--- src/rtl/lock_pkg.sv ---
// Shared encodings and default constants for the lock supervisor and the
// combination lock FSM it controls.
package lock_pkg;

  typedef enum logic [2:0] {
    S_IDLE    = 3'd0,
    S_ARMED   = 3'd1,
    S_WAIT    = 3'd2,
    S_CHECK   = 3'd3,
    S_OPEN    = 3'd4,
    S_LOCKOUT = 3'd5
  } sup_state_e;

  // Combination lock FSM states, kept here so both blocks agree on one encoding.
  typedef enum logic [2:0] {
    LK_START = 3'd0,
    LK_R1    = 3'd1,
    LK_L1    = 3'd2,
    LK_R2    = 3'd3,
    LK_OPEN  = 3'd4
  } lock_state_e;

  localparam int DEF_MAX_FAILS      = 3;
  localparam int DEF_LOCKOUT_CYCLES = 50000000;
  localparam int DEF_IDLE_TIMEOUT   = 25000000;
  localparam int DEF_TMR_W          = 26;

endpackage

--- src/rtl/lock_timer.sv ---
// Loadable down-counter shared by the inactivity and lockout timeouts.
// Holds at zero instead of wrapping.
module lock_timer #(
  parameter int TMR_W = 26
) (
  input  logic             clk,
  input  logic             rst,
  input  logic             load,
  input  logic [TMR_W-1:0] load_val,
  input  logic             dec,
  output logic             zero
);

  logic [TMR_W-1:0] cnt_q, cnt_d;

  always_comb begin
    cnt_d = cnt_q;
    if (load)                   cnt_d = load_val;
    else if (dec && cnt_q != '0) cnt_d = cnt_q - TMR_W'(1);
  end

  always_ff @(posedge clk or posedge rst) begin
    if (rst) cnt_q <= '0;
    else     cnt_q <= cnt_d;
  end

  assign zero = (cnt_q == '0);

endmodule

--- src/rtl/lock_attempt_supervisor.sv ---
// Front-panel supervisor for the combination lock: forwards presses, counts
// failed attempts, enforces a timed lockout and abandons idle sequences.
module lock_attempt_supervisor
  import lock_pkg::*;
#(
  parameter int MAX_FAILS      = DEF_MAX_FAILS,
  parameter int LOCKOUT_CYCLES = DEF_LOCKOUT_CYCLES,
  parameter int IDLE_TIMEOUT   = DEF_IDLE_TIMEOUT,
  parameter int TMR_W          = DEF_TMR_W
) (
  input  logic       Clk,
  input  logic       South,
  input  logic       Right,
  input  logic       Left,
  input  logic       Center,
  input  logic       Locked,
  output logic       CenterPulse,
  output logic       LockRst,
  output logic       Lockout,
  output logic       Alarm,
  output logic [1:0] FailCount,
  output logic [2:0] State
);

  // The timer expires on the cycle after it reads zero, so loading N-1 gives
  // exactly N cycles of timeout.
  localparam logic [TMR_W-1:0] IDLE_LD = TMR_W'(IDLE_TIMEOUT - 1);
  localparam logic [TMR_W-1:0] LOCK_LD = TMR_W'(LOCKOUT_CYCLES - 1);

  sup_state_e       st_q, st_d;
  logic             center_q, center_d;
  logic             cp_q, cp_d, lrst_q, lrst_d, lko_q, lko_d, alarm_q, alarm_d;
  logic [1:0]       fail_q, fail_d;
  logic             t_load, t_dec, t_zero;
  logic [TMR_W-1:0] t_val;
  logic             press, dial;

  assign press    = Center & ~center_q;
  assign dial     = Right | Left;
  assign center_d = Center;

  always_comb begin
    st_d    = st_q;
    cp_d    = 1'b0;
    lrst_d  = 1'b0;
    lko_d   = 1'b0;
    alarm_d = alarm_q;
    fail_d  = fail_q;
    t_load  = 1'b0;
    t_val   = IDLE_LD;
    t_dec   = 1'b0;
    case (st_q)
      S_IDLE: begin
        if (dial) begin
          st_d   = S_ARMED;
          t_load = 1'b1;
        end
      end
      S_ARMED: begin
        // A press beats a coincident expiry; dial activity also keeps it alive.
        if (press) begin
          cp_d   = 1'b1;
          st_d   = S_WAIT;
          t_load = 1'b1;
        end else if (dial) begin
          t_load = 1'b1;
        end else if (t_zero) begin
          lrst_d = 1'b1;
          st_d   = S_IDLE;
        end else begin
          t_dec  = 1'b1;
        end
      end
      S_WAIT: st_d = S_CHECK;
      S_CHECK: begin
        if (!Locked) begin
          st_d   = S_OPEN;
          fail_d = 2'd0;
        end else if ((int'(fail_q) + 1) < MAX_FAILS) begin
          fail_d = fail_q + 2'd1;
          lrst_d = 1'b1;
          st_d   = S_IDLE;
        end else begin
          fail_d  = 2'(MAX_FAILS);
          t_load  = 1'b1;
          t_val   = LOCK_LD;
          alarm_d = 1'b1;
          lko_d   = 1'b1;
          lrst_d  = 1'b1;
          st_d    = S_LOCKOUT;
        end
      end
      S_OPEN: begin
        if (Locked)     st_d = S_IDLE;
        else if (press) cp_d = 1'b1;
      end
      S_LOCKOUT: begin
        if (t_zero) begin
          st_d    = S_IDLE;
          fail_d  = 2'd0;
          alarm_d = 1'b0;
        end else begin
          lko_d  = 1'b1;
          lrst_d = 1'b1;
          t_dec  = 1'b1;
        end
      end
      default: st_d = S_IDLE;
    endcase
  end

  always_ff @(posedge Clk or posedge South) begin
    if (South) begin
      st_q     <= S_IDLE;
      center_q <= 1'b0;
      cp_q     <= 1'b0;
      lrst_q   <= 1'b0;
      lko_q    <= 1'b0;
      alarm_q  <= 1'b0;
      fail_q   <= 2'd0;
    end else begin
      st_q     <= st_d;
      center_q <= center_d;
      cp_q     <= cp_d;
      lrst_q   <= lrst_d;
      lko_q    <= lko_d;
      alarm_q  <= alarm_d;
      fail_q   <= fail_d;
    end
  end

  lock_timer #(.TMR_W(TMR_W)) u_tmr (
    .clk      (Clk),
    .rst      (South),
    .load     (t_load),
    .load_val (t_val),
    .dec      (t_dec),
    .zero     (t_zero)
  );

  assign CenterPulse = cp_q;
  assign LockRst     = lrst_q;
  assign Lockout     = lko_q;
  assign Alarm       = alarm_q;
  assign FailCount   = fail_q;
  assign State       = st_q;

endmodule

--- config.mk ---
export PLATFORM = sky130hd
export DESIGN_NAME = lock_attempt_supervisor
export DESIGN_NICKNAME = d
export VERILOG_FILES = /design/src/rtl/lock_pkg.sv /design/src/rtl/lock_timer.sv /design/src/rtl/lock_attempt_supervisor.sv
export SDC_FILE = /design/constraint.sdc
export NUM_CORES = 1
export LEC_CHECK = 0
export BUFFER_PORTS_ARGS = -buffer_cell sky130_fd_sc_hd__buf_2
export CAP_MARGIN = 10
export CORE_ASPECT_RATIO = 0.7
export CORE_MARGIN = 2
export CORE_UTILIZATION = 60
export DETAILED_ROUTE_END_ITERATION = 8
export PLACE_DENSITY = 0.79
export SYNTH_ARGS = -nofsm -noshare
export SYNTH_HDL_FRONTEND = slang
export SYNTH_SLANG_ARGS = --single-unit
export TNS_END_PERCENT = 30
--- constraint.sdc ---
create_clock -name Clk -period 6.5 [get_ports Clk]
set_input_delay 0.65 -clock Clk [delete_from_list [all_inputs] [get_ports Clk]]
set_output_delay 0.65 -clock Clk [all_outputs]
set_load 0.05 [all_outputs]
-- Word-level counts from Yosys, hierarchy flattened
Cells that the tools add are included.
- equal/unequal tests: 11
- reduce and logical (&&, ||, !) cells: 9
- bitwise gates (word level): 3
- add/sub/neg operators: 3
- $lt $le $gt $ge: 1
- multiplexer cells: 39
- operator list (kind ; number):
    26-bit 2-to-1 mux ; 5
    26-bit logical NOT ; 1
    26-bit nonzero test ; 1
    26-bit by 1-bit subtractor with 26-bit output (second input constant) ; 1
    3-bit 2-to-1 mux ; 7
    3-bit one-hot mux with 6 select lines ; 1
    1-bit 2-to-1 mux ; 16
    2-bit != test (second input constant) ; 5
    1-bit one-hot mux with 2 select lines ; 4
    3-bit by 2-bit equality test with 1-bit output (second input constant) ; 2
    3-bit equality test (second input constant) ; 2
    2-bit 2-to-1 mux ; 3
    1-bit one-hot mux with 3 select lines ; 2
    2-bit one-hot mux with 2 select lines ; 1
    4-bit AND reduction ; 1
    2-bit nonzero test ; 2
    2-bit by 1-bit adder with 3-bit output (second input constant) ; 1
    3-bit by 1-bit equality test with 1-bit output (second input constant) ; 1
    3-bit logical NOT ; 1
    3-bit by 2-bit < comparator with 1-bit output (second input constant) ; 1
    3-bit != test (second input constant) ; 1
    3-bit AND reduction ; 1
    2-bit by 1-bit adder with 2-bit output (second input constant) ; 1
    2-bit AND reduction ; 1
    other kinds (4) ; 4
- output and inout port bits: 9
- word-level logic and storage cells: 74
- register bits: 36
- input port bits: 6

-- Logic depth before layout (Yosys ltp)
Gate-level depths: netlist of run 1.
- depth after elaboration: 8
- depth in mapped cells: 9
- depth with buffers taken out: 7

-- Hierarchy
A second synthesis of run 1 with hierarchy kept.
- cell total of the unflattened synthesis: 248
- area, all modules: 2215.9 µm²
- by module, submodules not included (module ; sequential area each (µm²) ; times used ; area an instance (µm²) ; cells an instance):
    lock_timer ; 650.6 ; 1 ; 1639.1 ; 187
    lock_attempt_supervisor ; 250.2 ; 1 ; 576.8 ; 61

-- Worst setup path before layout of run 1
No wires, ideal clock.
- path type: reg2reg
- start: register st_q[0] (netlist: State[0])
- end: register u_tmr.cnt_q[23]
- required time: 6.374 ns
- buffers on the path: 1
- library setup time: 0.126 ns
- setup slack: 4.055 ns
- clock period less this slack: 2.445 ns
- arrival: 2.318 ns
- cell stages (with the launch flop): 7
- cells stage by stage: dfrtp_1 > buf_2 > nor2b_1 > and3_1 > nand4_1 > or4_1 > a311o_1
- cells in the longest elaborated chain, start to end: 4
- elaborated cells on any way between the ends: 10
- classes of those cells: 3 x eq/ne; 4 x mux; 3 x reduce/logical
- ends and longest elaborated chain (item ; line ; text):
    from (decl) ; lock_attempt_supervisor.sv:30 ; sup_state_e st_q, st_d;
    from (signal assigned) ; lock_attempt_supervisor.sv:122 ; st_q <= st_d;
    3-bit equality test / 3-bit by 1-bit equality test with 1-bit output (equally long branches) ; lock_attempt_supervisor.sv:52 ; case (st_q)
    1-bit one-hot mux with 2 select lines ; lock_attempt_supervisor.sv:52 ;
    1-bit logical AND ; lock_timer.sv:19 ; else if (dec && cnt_q != '0) cnt_d = cnt_q - TMR_W'(1);
    2-bit nonzero test (no line) ; - ;
    to (signal assigned) ; lock_timer.sv:24 ; else cnt_q <= cnt_d;
    to (decl) ; lock_timer.sv:14 ; logic [TMR_W-1:0] cnt_q, cnt_d;
Several ways; a longest one is shown, not always the timed one.
A chain may end at the register's enable or synchronous reset.

-- Worst setup path in the final report of run 1
- start: register u_tmr.cnt_q[14]
- end: register u_tmr.cnt_q[15]
- cells in the longest elaborated chain, start to end: 7
- elaborated cells on any way between the ends: 11
- classes of those cells: 1 x add/sub; 6 x mux; 4 x reduce/logical
- ends and longest elaborated chain (item):
    parallel branches: the longest is 7 deep, another holds 26-bit by 1-bit subtractor with 26-bit output
Parallel ways; which one is timed is not known. The select of a mux whose other input is x is not followed.

==> metrics.txt, run 1 <==
CTS tree=done; Hold WS=0.4450 ns; Fillers=260; crit path capture type=register; fin. max-slew vios=0; Worst Path Max Fanout=25; min Tclk post-route=2.829 ns; first-pass GRT wire length=8769 µm; H-tree levels=2; Initial DRC Count=204; leakage=0.8801 nW; worst slew pin tran=0.8960 ns; die height=53.64 µm; CTS Root Cell=clkbuf_8; Cell Area, Synth=2112 µm²; RSZ-0062 raised after global routing=false; Synth warnings=0; Via Count=1,983; placed cells=277; final instance area=2276 µm²; Setup crit start=u_tmr.cnt_q[14]; final WL=5175 µm; f_max=353.5 MHz; worst vdd ir=0.0002685 V; syn_nets=236; Max clock buf depth=2; hold violation total from the final report=0; number of detailed-route iterations in the first pass=5; final setup skew=0.005518 ns; Global Route Usage Sum=0.2972; ys flop type=dfrtp_1; Tot Pwr=0.7055 mW; initial antenna violation count=0; HPWL reported at the end of detailed placement=3576 µm; Worst EP required=6.68 ns; CP Class=register to register; DR DRC count=0; post-CTS resize count=0; core area=3254 µm²; slowest cell on the critical path=nor3_4; status=complete, no violations; nature of the critical path startpoint=register; final std cells w/o fill=285; largest net degree at the start of global routing=37; std cell rows=17; synthesized area per cell=9.263 µm²; CP most frequent cell=or4_4; Buffers on Ports=14; placed cell areas=2186 µm²; #FFs+latches synth=36; register area=900.9 µm²; I/O pins=15; synth-to-layout area growth=7.761%; DIE WIDTH=74.91 µm; crit-path max cell delay=0.77 ns; hold buffers post-CTS=0; DR WL/cell=18.16 µm; number of max-cap violations=0; Synth Instances=228; vias in the first global route=1,945; initial core utilization=0.6490; TNS Setup=0 ns; sequential share of the synthesized area=0.4265; worst-skew pair later-pin latency=0.29 ns; Yosys cell types=48; period utilization=0.4352; final setup fails=0; die area=4018 µm²; CTS Buf Count=5; post-CTS setup buffers=0; pwr/cell area=310.0 nW/µm²; DR vias/cell=6.958; share of layout cells above drive strength 1=0.1303; Post-synth EDFFs=0; diodes inserted=0; Placer Congestion=0.9358; worst path cell trace=or4_4 > or4_4 > nor3_4 > nor4_1 > or3_1; Num Clock Sinks=36; Routed Antenna Nets=0; ys async rst share=1.000; Multi-input gate area=1122 µm²; R2R Path Start=u_tmr.cnt_q[14]; layout net count=245; Max-slew headroom=0.4007; arrival time at the worst endpoint=3.01 ns; grt ovf=0; Hold Crit Class=primary input to asynchronous set/reset pin; Clock transition at path regs=0.07 ns
synth_stat cells (2+ instances only):
library cell,count,area (µm²)
a211oi_1,2,15.01
a21oi_1,6,30.03
nor2_1,21,78.83
ha_1,2,25.02
nand2_1,16,60.06
nand3b_1,3,22.52
a32o_1,2,20.02
mux2i_1,8,80.08
inv_1,7,26.28
nand4_1,5,31.28
o21ai_0,11,55.05
or4_4,2,22.52
a211o_1,2,17.52
o211ai_1,4,30.03
nand3_1,17,85.08
or3_1,5,31.28
dfrtp_1,36,900.9
clkbuf_1,8,30.03
a31oi_1,3,18.77
nor4_1,5,31.28
o311ai_0,7,61.31
o31ai_1,7,52.55
or2_2,2,12.51
nor4b_1,2,17.52
or4_1,11,82.58
and3_1,6,37.54
nor3_1,5,25.02
and4_1,2,17.52
buf_2,2,10.01
layout by cell type (no fill, tap or decap), drive strengths merged, types with 4 or more instances in the layout:
master	instances
and3	6
nand4	5
o311ai	7
o21ai	11
buf	15
mux2i	8
inv	7
nand3	18
o211ai	4
or4	13
nor4	7
nor2	21
o31ai	7
nand2	16
a21oi	6
clkbuf	8
dfrtp	36
nor3	6
or3	5
cells by family after synthesis:
kind of cell	count (synthesis)	synth area share
mux	9	0.04325
flops	36	0.4265
compound gates	49	0.1635
simple gates	112	0.3128
fa+ha+maj	2	0.01185
buf+inv	20	0.04206
final cells by class:
cell class,instances,area share
clock buffer,8,0.03958
multi-input combinational,172,0.4931
sequential,36,0.3958
tap,47,0.02584
timing repair buffer,15,0.03408
inverter,7,0.01154
critical path: cells and delay by family, from the launching register on:
| family | cells | cell delay, ns |
|---|---|---|
| flip-flops | 1 | 0.40 |
| AND/OR/NAND/NOR | 5 | 2.32 |
where the power goes:
part           switching [mW]  internal (mW)  total (mW)
combinational           0.169         0.0685       0.237
sequential             0.0452          0.258       0.303
clock                  0.0785         0.0864       0.165
worst paths after layout:
| kind | end | slack, ns | cells after the start |
|---|---|---|---|
| worst max-delay path | u_tmr.cnt_q[15] | 3.67 | 5 |
| worst min-delay path | Lockout | 0.45 | 3 |
| worst max register to register | u_tmr.cnt_q[15] | 3.67 | 5 |
| worst min register to register | u_tmr.cnt_q[0] | 0.47 | 1 |
| max in group asynchronous | LockRst | 5.73 | 3 |
| min in group Clk | u_tmr.cnt_q[0] | 0.47 | 1 |
flip-flops by register name, summed over array words and instances (netlist names):
| signal | cells |
|---|---|
| CenterPulse | 1 |
| center_q | 1 |
| Lockout | 1 |
| State | 3 |
| LockRst | 1 |
| Alarm | 1 |
| FailCount | 2 |
| u_tmr.cnt_q | 26 |
metrics by stage:
stage | setup slack, ns | util
2_1_floorplan | 4.055 | -
3_3_place_gp | 3.794 | 0.6717
3_5_place_dp | 3.701 | 0.6717
4_1_cts | 3.696 | 0.6993
5_1_grt | 3.475 | 0.6993
6_report | 3.671 | 0.6993
metal layers:
metal,part of all wire,GRT usage,vias to the layer above,routed length [µm]
met5,0,0,-,0
met4,0.011,0.1190,0,59
met3,0.080,0.08427,8,415
met2,0.47,0.4488,107,2421
met1,0.44,0.4065,975,2279
li1,-,-,893,-
Power figures use the tool's default switching activity.
==> run 2, diff against run 1 <==
Settings changed: ABC_AREA from default to 1.
Clock period 6.5 ns to 2.89 ns, I/O delays scaled along.
==> run 2 against run 1 <==
Compared with the run above: clock power is 130% higher; synthesized area is 17% higher; core utilization is 2.2 points lower; combinational power grew to 6.0 times the previous value; critical path type unchanged.
==> metrics.txt, run 2 <==
CTS tree=done; DR vias/cell=5.370; TNS Setup=0 ns; Max clock buf depth=2; period utilization=0.6919; number of max-cap violations=0; DIE WIDTH=80.82 µm; Area contributors post-synth=dfrtp_1 (36%), nand2_1 (13%), nor2_1 (7.6%), inv_1 (7.3%), nand3_1 (5.9%); worst-skew pair later-pin latency=0.30 ns; largest net degree at the start of global routing=37; placed cells=414; final WL=5782 µm; share of layout cells above drive strength 1=0.1757; synthesized area per cell=7.062 µm²; Synth top area share=0.3635; Yosys cell types=32; worst vdd ir=0.0007227 V; final setup skew=0.006830 ns; Reg with most FFs=u_tmr.cnt_q; arrival time at the worst endpoint=2.18 ns; CTS Buf Count=5; R2R Path Start=center_q; std cell rows=19; final std cells w/o fill=422; ys async rst share=1.000; final setup fails=0; crit path capture type=register; Synth warnings=0; Max-slew headroom=0.6937; DR WL/cell=13.70 µm; Buffers on Ports=14; first-pass GRT wire length=9687 µm; CTS Root Cell=clkbuf_8; Hold Crit Class=primary input to asynchronous set/reset pin; status=complete, no violations; post-CTS setup buffers=0; core area=3946 µm²; Worst EP required=3.07 ns; leading cell type by number of instances after synthesis=nand2_1; pre-CTS setup slack=0.8831 ns; f_max=500.1 MHz; nature of the critical path startpoint=register; hold buffers post-CTS=0; pwr/cell area=987.8 nW/µm²; Cell Area, Synth=2479 µm²; worst slew pin tran=0.4594 ns; Global Route Usage Sum=0.2782; number of detailed-route iterations in the first pass=5; post-CTS resize count=0; die height=57.78 µm; vias in the first global route=2,033; Synth Instances=351; most frequent cells in the layout=nand2_1 (89), nor2_1 (50), inv_1 (48), dfrtp_1 (36), nand3_1 (29); hold violation total from the final report=0; diodes inserted=0; min Tclk post-route=2.000 ns; H-tree levels=2; Initial DRC Count=197; Via Count=2,266; grt ovf=0; I/O pins=15; Worst Path Max Fanout=15; Post-synth EDFFs=0; ys flop type=dfrtp_1; most common cell after layout, fill and taps aside=nand2_1; Hold WS=0.08656 ns; Clock transition at path regs=0.07 ns; synth-to-layout area growth=7.824%; Register-to-Register Path Depth=10; #FFs+latches synth=36; Routed Antenna Nets=0; RSZ-0062 raised after global routing=false; Num Clock Sinks=36; die area=4669 µm²; DR DRC count=0; syn_nets=359; layout net count=377; synth cell count leaders=nand2_1 (89), nor2_1 (50), inv_1 (48), dfrtp_1 (36), nand3_1 (29); Setup crit start=center_q; fin. max-slew vios=0; Placer Congestion=0.9561; max FFs per register=26; leakage=1.333 nW; cell taking the most area after synthesis=dfrtp_1; initial antenna violation count=0; CP Class=register to register; HPWL reported at the end of detailed placement=4215 µm; sequential share of the synthesized area=0.3635; initial core utilization=0.6281; setup ws final=0.8904 ns
-- run 2: cell types whose count changed after synthesis, sizes merged, moves of 8 or more --
| cell | change |
|---|---|
| clkbuf | -8 |
| inv | +45 |
| mux2i | -8 |
| nand2 | +83 |
| nand3 | +13 |
| nor2 | +47 |
| o21ai | +15 |
| or4 | -13 |
-- run 2: logic make-up (layout without fill, tap and decap cells) --
group           Yosys count  after routing  synth area share
flops                    36             36            0.3635
fa+ha+maj                 2              2           0.01009
xor+xnor                  3              3           0.01060
compound gates           42             42            0.1040
buf+inv                  57             76           0.09742
simple gates            211            211            0.4144
-- run 2: routing by layer --
| layer | track usage | up-vias | wire length [µm] |
|---|---|---|---|
| met1 | 0.4244 | 999 | 2956 |
| li1 | - | 1153 | - |
| met5 | 0 | - | 0 |
| met4 | 0.09685 | 0 | 80 |
| met2 | 0.3849 | 107 | 2241 |
| met3 | 0.06698 | 7 | 504 |
-- run 2: layout make-up --
class	instances	area, µm²
Timing Repair Buffer	16	85.08
Tap cell	52	65.06
Inverter	52	195.2
Sequential cell	36	900.9
Multi-Input combinational cell	258	1336
Clock buffer	8	90.09
Fill cell	337	1274
-- run 2: path summary, 6_finish.rpt --
kind | slack [ns] | to
worst max-delay path | 0.89 | u_tmr.cnt_q[14]
worst min-delay path | 0.09 | u_tmr.cnt_q[2]
worst max register to register | 0.89 | u_tmr.cnt_q[14]
worst min register to register | 0.50 | u_tmr.cnt_q[0]
max in group asynchronous | 2.47 | u_tmr.cnt_q[17]
min in group Clk | 0.12 | center_q
-- run 2: power breakdown --
part	leakage [nW]	internal [mW]	total [mW]	switching (mW)
combinational	0.867	0.412	1.42	1.01
clock	0.0455	0.195	0.382	0.187
sequential	0.421	0.659	0.841	0.183
total	1.33	1.26	2.64	1.38
-- run 2: worst max-delay path, cell delays in order, from the launching register on --
cell,delay [ns]
dfrtp_1,0.34
inv_1,0.04
nand2_1,0.17
nand2_1,0.13
nand2_1,0.11
nand2_2,0.08
nor2_4,0.34
buf_4,0.25
inv_1,0.10
o21ai_0,0.23
o21ai_2,0.08
-- run 2: per-stage QoR --
| step | cell area, µm² | power, mW | utilization |
|---|---|---|---|
| 6_report | 2673 | 2.640 | 0.6772 |
| 5_1_grt | 2673 | 2.859 | 0.6772 |
| 2_1_floorplan | 2479 | 2.016 | - |
| 3_5_place_dp | 2582 | 2.235 | 0.6544 |
| 4_1_cts | 2673 | 2.621 | 0.6772 |
| 3_3_place_gp | 2582 | 2.216 | 0.6544 |
==> run 3, diff against run 2 <==
Settings changed: ABC_AREA 1 to 0.
Clock period 2.89 ns to 1.9 ns, I/O delays scaled along.
==> run 3 against run 2 <==
Compared with the run above: via count is 21% higher; critical path type unchanged; the run now ends with design-rule violations, negative setup slack left; largest cell class unchanged; first-iteration DRC count increased to 2.9 times the previous value; clock skew barely moved; flip-flop and latch count stayed put; hold slack got worse by 0.052 ns.
==> metrics.txt, run 3 (same netlist as run 1, synthesis figures left out) <==
status=finished with violations; failing checks=design-rule violations, negative setup slack; cell family with most CP delay=simple AND/OR/NAND/NOR gates; pre-CTS setup slack=-0.3613 ns; min Tclk post-route=2.394 ns; synth-to-layout area growth=39.87%; vias in the first global route=2,385; std cell rows=17; WP buf/inv=1; Worst EP required=2.11 ns; worst-skew pair later-pin latency=0.30 ns; core area=3254 µm²; number of max-cap violations=0; crit-path max cell delay=0.59 ns; DR WL/cell=26.64 µm; number of detailed-route iterations in the first pass=9; CTS Buf Count=5; setup ws final=-0.4936 ns; H-tree levels=2; diodes inserted=0; slowest cell on the critical path=or4_4; largest net degree at the start of global routing=24; Num Clock Sinks=36; Buffers on Ports=14; pwr/cell area=1011 nW/µm²; grt ovf=0; DIE WIDTH=74.91 µm; CP most frequent cell=or4_4; placed cells=334; HPWL reported at the end of detailed placement=4472 µm; DR vias/cell=7.806; worst slew pin tran=0.6562 ns; DR DRC count=1; Global Route Usage Sum=0.4253; Worst Path Max Fanout=8; Max-slew headroom=0.5620; most common cell after layout, fill and taps aside=buf_4; worst vdd ir=0.001133 V; Clock transition at path regs=0.07 ns; first-pass GRT wire length=12,260 µm; RSZ-0062 raised after global routing=true; I/O pins=15; Hold Crit Class=primary input to register; initial antenna violation count=0; Max clock buf depth=2; hold violation total from the final report=0; CTS Root Cell=clkbuf_8; final WL=9324 µm; die area=4018 µm²; final setup fails=33; nature of the critical path startpoint=register; TNS Setup=-11.21 ns; Via Count=2,732; Reg with most FFs=u_tmr.cnt_q; fin. max-slew vios=0; share of layout cells above drive strength 1=0.3861; most frequent cells in the layout=buf_4 (57), dfrtp_1 (35), nor2_1 (19), nand2_1 (15), buf_2 (15); f_max=417.8 MHz; CTS tree=done; layout net count=310; Routed Antenna Nets=0; CP Class=register to register; worst path cell trace=or4_4 > or4_4 > nor3_4 > buf_6 > or4_4 > mux2i_1; arrival time at the worst endpoint=2.60 ns; die height=53.64 µm; Placer Congestion=0.9799; final setup skew=0.006420 ns; final std cells w/o fill=350; Initial DRC Count=568; period utilization=1.260; initial core utilization=0.6490; crit path capture type=register; max FFs per register=26; leakage=1.236 nW
==> run 3: cell types whose count changed in the layout (fill, tap and decap cells not counted), sizes merged, moves of 13 or more <==
cell   change
buf       +63
inv       -45
nand2     -83
nand3     -13
nor2      -47
o21ai     -15
or4       +13
==> run 3: cell type report <==
type / count / area [µm²]
multi-input combinational: 172 / 1267
tap: 47 / 58.81
clock buffer: 8 / 90.09
inverter: 7 / 26.28
fill: 118 / 300.3
sequential: 36 / 902.1
timing repair buffer: 80 / 609.3
==> run 3: final timing paths <==
check	startpoint	end	slack, ns	cells after the start
worst max-delay path	u_tmr.cnt_q[14]	u_tmr.cnt_q[5]	-0.49	6
worst min-delay path	Center	center_q	0.03	1
worst min register to register	Alarm	Alarm	0.50	2
worst max register to register	u_tmr.cnt_q[14]	u_tmr.cnt_q[5]	-0.49	6
max in group asynchronous	South	u_tmr.cnt_q[3]	0.82	4
min in group asynchronous	South	CenterPulse	0.51	3
==> run 3: what timing repair did <==
item                                    CTS  global route
hold buffers                              1             0
gates cloned                              0             1
endpoints found under the setup margin   33            33
pin swaps                                 7             9
resized for setup                        18            23
endpoints found under the hold margin    13             0
buffers inserted                          3             4
==> run 3: routing by layer <==
layer	part of all wire	up-vias	GRT usage
met3	0.15	141	0.1629
li1	-	1024	-
met5	0	-	0
met1	0.33	1239	0.5322
met4	0.10	0	0.1905
met2	0.42	328	0.6594
==> run 3: per-stage QoR <==
| step | instance area (µm²) | hold slack (ns) | utilization | power (mW) |
|---|---|---|---|---|
| 3_3_place_gp | 2635 | 0.2604 | 0.8097 | 2.061 |
| 4_1_cts | 2826 | 0.03337 | 0.8685 | 2.717 |
| 5_1_grt | 2954 | 0.02829 | 0.9077 | 3.042 |
| 6_report | 2954 | 0.03446 | 0.9077 | 2.986 |
| 2_1_floorplan | 2123 | 0.2214 | - | 1.663 |
| 3_5_place_dp | 2635 | 0.2880 | 0.8097 | 2.122 |
==> run 3: power by group <==
| part | switching, mW | internal [mW] | leakage, nW |
|---|---|---|---|
| Clock | 0.299 | 0.296 | 0.0455 |
| Sequential | 0.158 | 0.885 | 0.390 |
| Combinational | 0.874 | 0.474 | 0.801 |
